[src/rtl/strip_conv_scheduler.sv]
// strip_conv_scheduler: frame-level controller for the segmented-frame
// convolution path. It waits for the kernel load, resets and launches every
// strip unit together, collects their done flags under a timeout, then reads
// every unit's result BRAM in strip order over one shared address bus and
// streams the words out on a single valid/ready port.
module strip_conv_scheduler #(
  parameter int NUM_STRIPS  = 8,
  parameter int SEL_W       = 3,
  parameter int DATA_W      = 23,
  parameter int ADDR_W      = 13,
  parameter int STRIP_LEN   = 6216,
  parameter int READ_LAT    = 3,
  parameter int RST_CYC     = 2,
  parameter int TIMEOUT_CYC = 65535
) (
  input  logic                          clk,
  input  logic                          reset_n,
  input  logic                          frame_start,
  input  logic                          kernel_read_complete,
  output logic                          unit_rst,
  output logic [NUM_STRIPS-1:0]         unit_start,
  input  logic [NUM_STRIPS-1:0]         unit_done,
  output logic [ADDR_W-1:0]             unit_addr,
  input  logic [NUM_STRIPS*DATA_W-1:0]  unit_out,
  output logic signed [DATA_W-1:0]      m_data,
  output logic                          m_valid,
  input  logic                          m_ready,
  output logic [SEL_W-1:0]              m_strip,
  output logic                          m_strip_last,
  output logic                          m_last,
  output logic                          busy,
  output logic                          frame_done,
  output logic                          error
);

  localparam logic [3:0] S_IDLE        = 4'd0;
  localparam logic [3:0] S_WAIT_KERNEL = 4'd1;
  localparam logic [3:0] S_UNIT_RESET  = 4'd2;
  localparam logic [3:0] S_LAUNCH      = 4'd3;
  localparam logic [3:0] S_WAIT_DONE   = 4'd4;
  localparam logic [3:0] S_RD_ADDR     = 4'd5;
  localparam logic [3:0] S_RD_WAIT     = 4'd6;
  localparam logic [3:0] S_RD_OUT      = 4'd7;
  localparam logic [3:0] S_FRAME_DONE  = 4'd8;
  localparam logic [3:0] S_ERROR       = 4'd9;

  // One shared down-time counter serves both the unit reset pulse and the
  // BRAM read latency, so it is sized for the larger of the two.
  localparam int CNT_MAX = (RST_CYC > READ_LAT) ? RST_CYC : READ_LAT;
  localparam int CNT_W   = $clog2(CNT_MAX + 1);
  localparam int TCNT_W  = $clog2(TIMEOUT_CYC + 1);

  localparam logic [CNT_W-1:0]  RST_LAST   = CNT_W'(RST_CYC - 1);
  localparam logic [CNT_W-1:0]  RL_LAST    = CNT_W'(READ_LAT - 1);
  localparam logic [TCNT_W-1:0] TCNT_MAX   = TCNT_W'(TIMEOUT_CYC);
  localparam logic [TCNT_W-1:0] TCNT_LAST  = TCNT_W'(TIMEOUT_CYC - 1);
  localparam logic [ADDR_W-1:0] LAST_ADDR  = ADDR_W'(STRIP_LEN - 1);
  localparam logic [SEL_W-1:0]  LAST_STRIP = SEL_W'(NUM_STRIPS - 1);

  logic [3:0]            state;
  logic [3:0]            next_state;
  logic [CNT_W-1:0]      cnt;
  logic [TCNT_W-1:0]     tcnt;
  logic [NUM_STRIPS-1:0] done_seen;
  logic                  done_all;
  logic                  timeout_hit;

  // Pick strip sel's word out of the concatenated result bus. Constant
  // slices keep the mux in range for any NUM_STRIPS.
  function automatic logic signed [DATA_W-1:0] strip_word(
    input logic [NUM_STRIPS*DATA_W-1:0] bus,
    input logic [SEL_W-1:0]             sel
  );
    logic signed [DATA_W-1:0] w;
    w = '0;
    for (int k = 0; k < NUM_STRIPS; k++) begin
      if (sel == SEL_W'(k)) w = bus[k*DATA_W +: DATA_W];
    end
    return w;
  endfunction

  // The current cycle's done pulses count, so a unit finishing on the
  // deciding cycle is not lost.
  assign done_all    = &(done_seen | unit_done);
  assign timeout_hit = (tcnt >= TCNT_LAST);

  // Next-state decode for the frame sequence.
  always_comb begin
    next_state = state;
    case (state)
      S_IDLE:        if (frame_start) next_state = S_WAIT_KERNEL;
      S_WAIT_KERNEL: if (kernel_read_complete) next_state = S_UNIT_RESET;
      S_UNIT_RESET:  if (cnt == RST_LAST) next_state = S_LAUNCH;
      S_LAUNCH:      next_state = S_WAIT_DONE;
      S_WAIT_DONE: begin
        if (done_all) next_state = S_RD_ADDR;
        else if (timeout_hit) next_state = S_ERROR;
      end
      S_RD_ADDR:     next_state = S_RD_WAIT;
      S_RD_WAIT:     if (cnt == RL_LAST) next_state = S_RD_OUT;
      S_RD_OUT: begin
        if (m_valid && m_ready) next_state = m_last ? S_FRAME_DONE : S_RD_ADDR;
      end
      S_FRAME_DONE:  next_state = S_IDLE;
      S_ERROR:       if (frame_start) next_state = S_WAIT_KERNEL;
      default:       next_state = S_IDLE;
    endcase
  end

  // State register, dwell counter, timeout counter and done capture.
  always_ff @(posedge clk) begin
    if (!reset_n) begin
      state     <= S_IDLE;
      cnt       <= '0;
      tcnt      <= '0;
      done_seen <= '0;
    end else begin
      state <= next_state;
      if ((state == S_UNIT_RESET || state == S_RD_WAIT) && next_state == state)
        cnt <= cnt + CNT_W'(1);
      else
        cnt <= '0;
      case (state)
        S_UNIT_RESET: begin
          done_seen <= '0;
          tcnt      <= '0;
        end
        S_WAIT_DONE: begin
          done_seen <= done_seen | unit_done;
          if (!done_all && tcnt != TCNT_MAX) tcnt <= tcnt + TCNT_W'(1);
        end
        default: ;
      endcase
    end
  end

  // Status outputs are registered from the next state so they line up
  // exactly with the state they describe.
  always_ff @(posedge clk) begin
    if (!reset_n) begin
      unit_rst   <= 1'b1;
      unit_start <= '0;
      busy       <= 1'b0;
      frame_done <= 1'b0;
      error      <= 1'b0;
    end else begin
      unit_rst   <= (next_state == S_UNIT_RESET) || (next_state == S_ERROR);
      unit_start <= (next_state == S_LAUNCH || next_state == S_WAIT_DONE) ? '1 : '0;
      busy       <= !(next_state == S_IDLE || next_state == S_ERROR);
      frame_done <= (next_state == S_FRAME_DONE);
      error      <= (next_state == S_ERROR);
    end
  end

  // Readout: the address/strip registers double as the walk counters and
  // change on entry to RD_ADDR, giving the BRAM the full read latency before
  // the word is captured on the last RD_WAIT cycle.
  always_ff @(posedge clk) begin
    if (!reset_n) begin
      unit_addr    <= '0;
      m_strip      <= '0;
      m_data       <= '0;
      m_valid      <= 1'b0;
      m_strip_last <= 1'b0;
      m_last       <= 1'b0;
    end else begin
      if (state == S_WAIT_DONE && next_state == S_RD_ADDR) begin
        unit_addr <= '0;
        m_strip   <= '0;
      end
      if (state == S_RD_WAIT && next_state == S_RD_OUT) begin
        m_data       <= strip_word(unit_out, m_strip);
        m_valid      <= 1'b1;
        m_strip_last <= (unit_addr == LAST_ADDR);
        m_last       <= (unit_addr == LAST_ADDR) && (m_strip == LAST_STRIP);
      end
      if (state == S_RD_OUT && m_valid && m_ready) begin
        m_valid <= 1'b0;
        if (!m_last) begin
          if (m_strip_last) begin
            m_strip   <= m_strip + SEL_W'(1);
            unit_addr <= '0;
          end else begin
            unit_addr <= unit_addr + ADDR_W'(1);
          end
        end
      end
    end
  end

endmodule

[config.mk]
export PLATFORM = sky130hd
export DESIGN_NAME = strip_conv_scheduler
export DESIGN_NICKNAME = d
export VERILOG_FILES = /design/src/rtl/strip_conv_scheduler.sv
export SDC_FILE = /design/constraint.sdc
export NUM_CORES = 1
export LEC_CHECK = 0
export ABC_AREA = 1
export CAP_MARGIN = 20
export CORE_MARGIN = 2
export CORE_UTILIZATION = 48
export CTS_CLUSTER_DIAMETER = 200
export DETAILED_ROUTE_END_ITERATION = 10
export GPL_ROUTABILITY_DRIVEN = 0
export MAX_ROUTING_LAYER = met4
export PLACE_DENSITY = 0.95
export SLEW_MARGIN = 10
export SYNTH_ARGS = -nofsm -noshare
export SYNTH_HDL_FRONTEND = slang
export SYNTH_SLANG_ARGS = --single-unit
[constraint.sdc]
create_clock -name clk -period 5.1 [get_ports clk]
set_input_delay 0.51 -clock clk [delete_from_list [all_inputs] [get_ports clk]]
set_output_delay 0.51 -clock clk [all_outputs]
set_load 0.005 [all_outputs]
# Word-level counts from Yosys, hierarchy flattened
# Cells that the tools add are included.
# totals
reg_bits,84
in_bits,197
out_inout_bits,54
wordCells,102
# classes
addsub,4
order_cmp,1
n_eq_ne,28
mux,29
bitwise_logic,2
reduce_logical,23
# op_table
cell,count
2-to-1 mux 23 bit,8
2-to-1 mux 13 bit,4
2-to-1 mux 4 bit,8
one-hot mux 16 bit (2 select lines),1
one-hot mux 4 bit (8 select lines),1
"equality test 4 x 3 -> 1 bit, second input constant",7
"adder 16 x 1 -> 16 bit, second input constant",1
"equality test 4 x 2 -> 1 bit, second input constant",4
">= comparator 16 bit, second input constant",1
2-to-1 mux 16 bit,1
"!= test 16 bit, second input constant",1
one-hot mux 8 bit (2 select lines),1
"adder 13 x 1 -> 13 bit, second input constant",1
"equality test 13 bit, second input constant",1
"equality test 3 bit, second input constant",4
"equality test 4 bit, second input constant",3
2-to-1 mux 3 bit,4
logical AND 1 bit,8
logical NOT 4 bit,2
2-to-1 mux 8 bit,1
bitwise OR 8 bit,1
AND reduction 8 bit,1
"equality test 3 x 2 -> 1 bit, second input constant",2
"equality test 4 x 1 -> 1 bit, second input constant",1
other kinds (14),20

# Depth between registers and ports, before layout
# depth
word_depth,10
ltp_mapped,15

# Least setup slack after synthesis
# Ideal clock, no wire load.
# synth_timing
path_kind,register -> register
startpoint,register m_strip[2]
endpoint,register m_data[21]
arrival_ps,1834
t_required_ps,5028
setup_slack_ps,3194
path_stages_with_launch,16
n_path_buf,2
synth_period_minus_slack_ps,1906
path_cell_list,dfxtp_1 > inv_2 > clkbuf_1 > ha_1 > inv_1 > clkbuf_1 > o21ai_0 > inv_1 > nand2_1 > nand2_1 > nand2_1 > nand2_1 > nand2_1 > nand3_1 > nand3_1 > a21oi_1
# synth_between
elab_chain_cells,9
word_cells_on_any_way,16
# synth_lines
item,line_no,rtl
start: declaration,28,"output logic [SEL_W-1:0] m_strip,"
start signal: assignment,181,m_strip <= m_strip + SEL_W'(1);
logical NOT 3 bit,77,if (sel == SEL_W'(k)) w = bus[k*DATA_W +: DATA_W];
2-to-1 mux 23 bit (7 in series),77,
2-to-1 mux 23 bit *,77,
end signal: assignment,172,"m_data <= strip_word(unit_out, m_strip);"
end: declaration,25,"output logic signed [DATA_W-1:0] m_data,"
# Mark *: on every way between the ends. The rest lies on a longest branch, timed or not.
# A chain may end at the register's enable or synchronous reset.

# Worst setup path after layout
# layout_timing
startpoint,register m_strip[2]
endpoint,register m_data[12]
# Same word-level chain as after synthesis.

==> impl_metrics.toml <==
[floorplanning]
fp.dieH_microns = 117
initial_core_util_pct = 49.1
core_sq_um = 12600
dieArea_sq_um = 13800
rows = 41
pin_count = 251
die_x_microns = 117

[power]
seqPwrFrac_pct = 36.0
p_per_area_nw_per_um2 = 190
swShare_pct = 21.9
leakage_nw = 3.82
intPower_w = 0.00134
combPwrFrac_pct = 16.3
p_sw_w = 0.000375
vdd_drop_max_uv = 181
pwr-share-clk_pct = 47.8

[synth]
synthesis.area_sq_um = 6170
synth_area_leaders = "dfxtp_1 25%, nand2_1 19%, nand3_1 14%, inv_1 7.0%, nor2_1 5.3%"
syn_nets = 1267
synth_top_flop_cell = "dfxtp_1"
synthSimpleGateAreaFrac_pct = 49.3
synthXorXnorAreaFrac_pct = 0.994
synthAdderAreaFrac_pct = 2.23
synth_cell_types = 41
netlist.area_leader.share_pct = 25.0
ys_seq_area_share_pct = 25.0
syn_area_per_cell_sq_um = 5.82
muxShareOfSynthArea_pct = 0
async_reset_ff_share_pct = 0
synth_warnings = 0
synth_most_common_cell = "nand2_1"
synth-edff-count = 0
synthTopCellsByCount = "319 x nand2_1, 167 x nand3_1, 115 x inv_1"
synth_compound_area_share_pct = 9.68
synthCells = 1059
synth_top_family_by_area = "simple AND/OR/NAND/NOR gates"
synth_largest_area_cell = "dfxtp_1"
ys_seq_elements = 77

[timing]
relSlewSlack_pct = 36.9
rsz0062_at_grt = "false"
tns_ns = 0
worstMarginPinSlew_ns = 0.946
setup_violations = 0
post-route-period-util_pct = 57.3
fmaxAchievable_mhz = 342
min_period_ns = 2.92
final_max_slew_viol_count = 0
finalClockSkew_ns = 0.00804
hold_violations = 0

[clock_tree]
clk_latency_ns = 0.34
cts_tree = "built"
cts_resized = 0
clk_pin_slew_ns = 0.06
post-cts-setup-buffers = 0
numCtsBuffers = 9
clock-root-buffer = "clkbuf_16"
ctsHoldBuffers = 0
clock_sinks = 77
cts_buffer_depth = 2
cts_max_level = 3

[setup_path]
path_cells = "inv_2 > ha_1 > inv_1 > o21ai_0 > inv_1 > nand2_1 > nand2_1 > nand2_1 > nand2_1 > nand2_1 > nand3_1 > nand3_1 > a21oi_1"
r2r-start = "m_strip[2]$_SDFF_PN0_"
cp_slowest_stage_delay_ns = 0.74
crit_start = "m_strip[2]$_SDFF_PN0_"
crit_arrival_ns = 3.12
start_kind = "register"
critical_path_required_ns = 5.29
worst_setup_path_end_kind = "register"
cp_max_fo = 25
cpMostUsedCell = "nand2_1"
cp_slowest_cell = "ha_1"
critPathTopFamily = "buffers and inverters"
path_buf_inv = 3
crit_type = "register to register"

[global_route]
grtUsageTotal_pct = 33.4
grt_pass1_wl_microns = 36300
grt_max_degree = 47
antenna_found_initial = 1
grt_overflow = 0
first_global_vias = 7123

[detailed_routing]
drtAntennaViolNets = 0
vias = 7754
wl_per_cell_microns = 16.0
drtIter0Drc = 871
first_pass_iters = 5
vias_per_cell = 5.37
finalWirelength_microns = 23100
drc = 0

[place]
dp_hpwl_microns = 17400
port_buffers = 250

[cells_and_area]
fin_util_pct = 71.8
drive_gt1_share_pct = 8.42
layout.nets = 1474
areaGrowthSynthToFinish_pct = 46.4

[min_path]
hold_path.startpoint = "cnt[0]$_SDFF_PN0_"
hold_path.class = "register to register"

[outcome]
outcome = "complete, no violations"

[flow_run]
cap_violations = 0
[cell type report]
cell class	instances	area [sq um]
multi-input cells	793	3830
flip-flops and latches	77	1540
inverters	129	484
well taps	172	215
fillers	1000	3540
clock inverters	5	129
clock buffers	11	253
repair buffers	256	2570
diodes	1	2.50
[power by group through the flow]
| stage | Combinational (W) | Sequential (W) | Clock (W) |
|---|---|---|---|
| floorplan | 0.0000926 | 0.000627 | 0 |
| global placement | 0.000271 | 0.000629 | 0 |
| detailed placement | 0.000273 | 0.000629 | 0 |
| CTS | 0.000276 | 0.000616 | 0.000824 |
| global route | 0.000300 | 0.000616 | 0.000849 |
| finish | 0.000278 | 0.000616 | 0.000818 |
[final timing paths]
check / slack, ns / end / cells past startpoint
min reg2reg: 0.45 / cnt[0]$_SDFF_PN0_ / 1
max reg2reg: 2.18 / m_data[12]$_SDFFE_PN0P_ / 13
max: 2.18 / m_data[12]$_SDFFE_PN0P_ / 13
min: 0.45 / cnt[0]$_SDFF_PN0_ / 1
[placed cells by master (no fill, tap or decap), types with 5 or more instances in the layout]
| cell type | count |
|---|---|
| inv_1 | 114 |
| or2_2 | 26 |
| nor2_1 | 87 |
| ha_1 | 11 |
| clkdlybuf4s50_1 | 250 |
| a21oi_2 | 10 |
| nand2_4 | 5 |
| inv_2 | 12 |
| nand3_1 | 167 |
| nor2_4 | 5 |
| dfxtp_1 | 77 |
| nor3_1 | 7 |
| nand2_2 | 17 |
| a21oi_1 | 49 |
| buf_4 | 5 |
| nand4_1 | 16 |
| clkbuf_16 | 9 |
| o21ai_0 | 40 |
| nand2_1 | 319 |
[registers in the layout, indices dropped and copies added (netlist names)]
name	count
busy	1
cnt	2
done_seen	8
error	1
frame_done	1
m_data	23
m_last	1
m_strip	3
m_strip_last	1
m_valid	1
state	4
tcnt	16
unit_addr	13
unit_rst	1
unit_start	1
[logic make-up (layout without fill, tap and decap cells)]
kind of cell,count (synthesis),in the layout
fa+ha+maj,11,11
simple gates,668,668
compound gates,107,107
buf+inv,189,401
flops,77,77
xor+xnor,7,7
other cells,0,1
[metrics by stage]
step / cells / hold slack [ns] / power, W / setup WS (ns) / area [sq um]
final: 1444 / 0.448 / 0.00171 / 2.18 / 9030
after global routing: 1444 / 0.474 / 0.00177 / 1.85 / 9030
after CTS: 1442 / 0.451 / 0.00172 / 2.19 / 9000
after detailed placement: 1426 / 0.446 / 0.000902 / 2.21 / 8610
after global placement: 1426 / 0.429 / 0.000900 / 2.27 / 8610
after floorplan: 1059 / 0.417 / 0.000720 / 3.19 / 6170
[worst reg2reg max path, delay by kind of cell, from the launching register on]
kind / cells / cell delay [ns]
AO/OA/AOI/OAI: 2 / 0.29
flip-flops: 1 / 0.32
adder cells (fa/ha/maj): 1 / 0.75
buffers and inverters: 3 / 0.90
AND/OR/NAND/NOR: 7 / 0.53
[routing by layer]
layer	vias up	track usage [%]	part of all wire, %
met2	424	55.6	47
met1	3479	38.9	38
li1	3768	-	-
met3	83	8.27	9.7
met5	-	-	0
met4	0	13.2	4.4
Power figures use the tool's default switching activity.
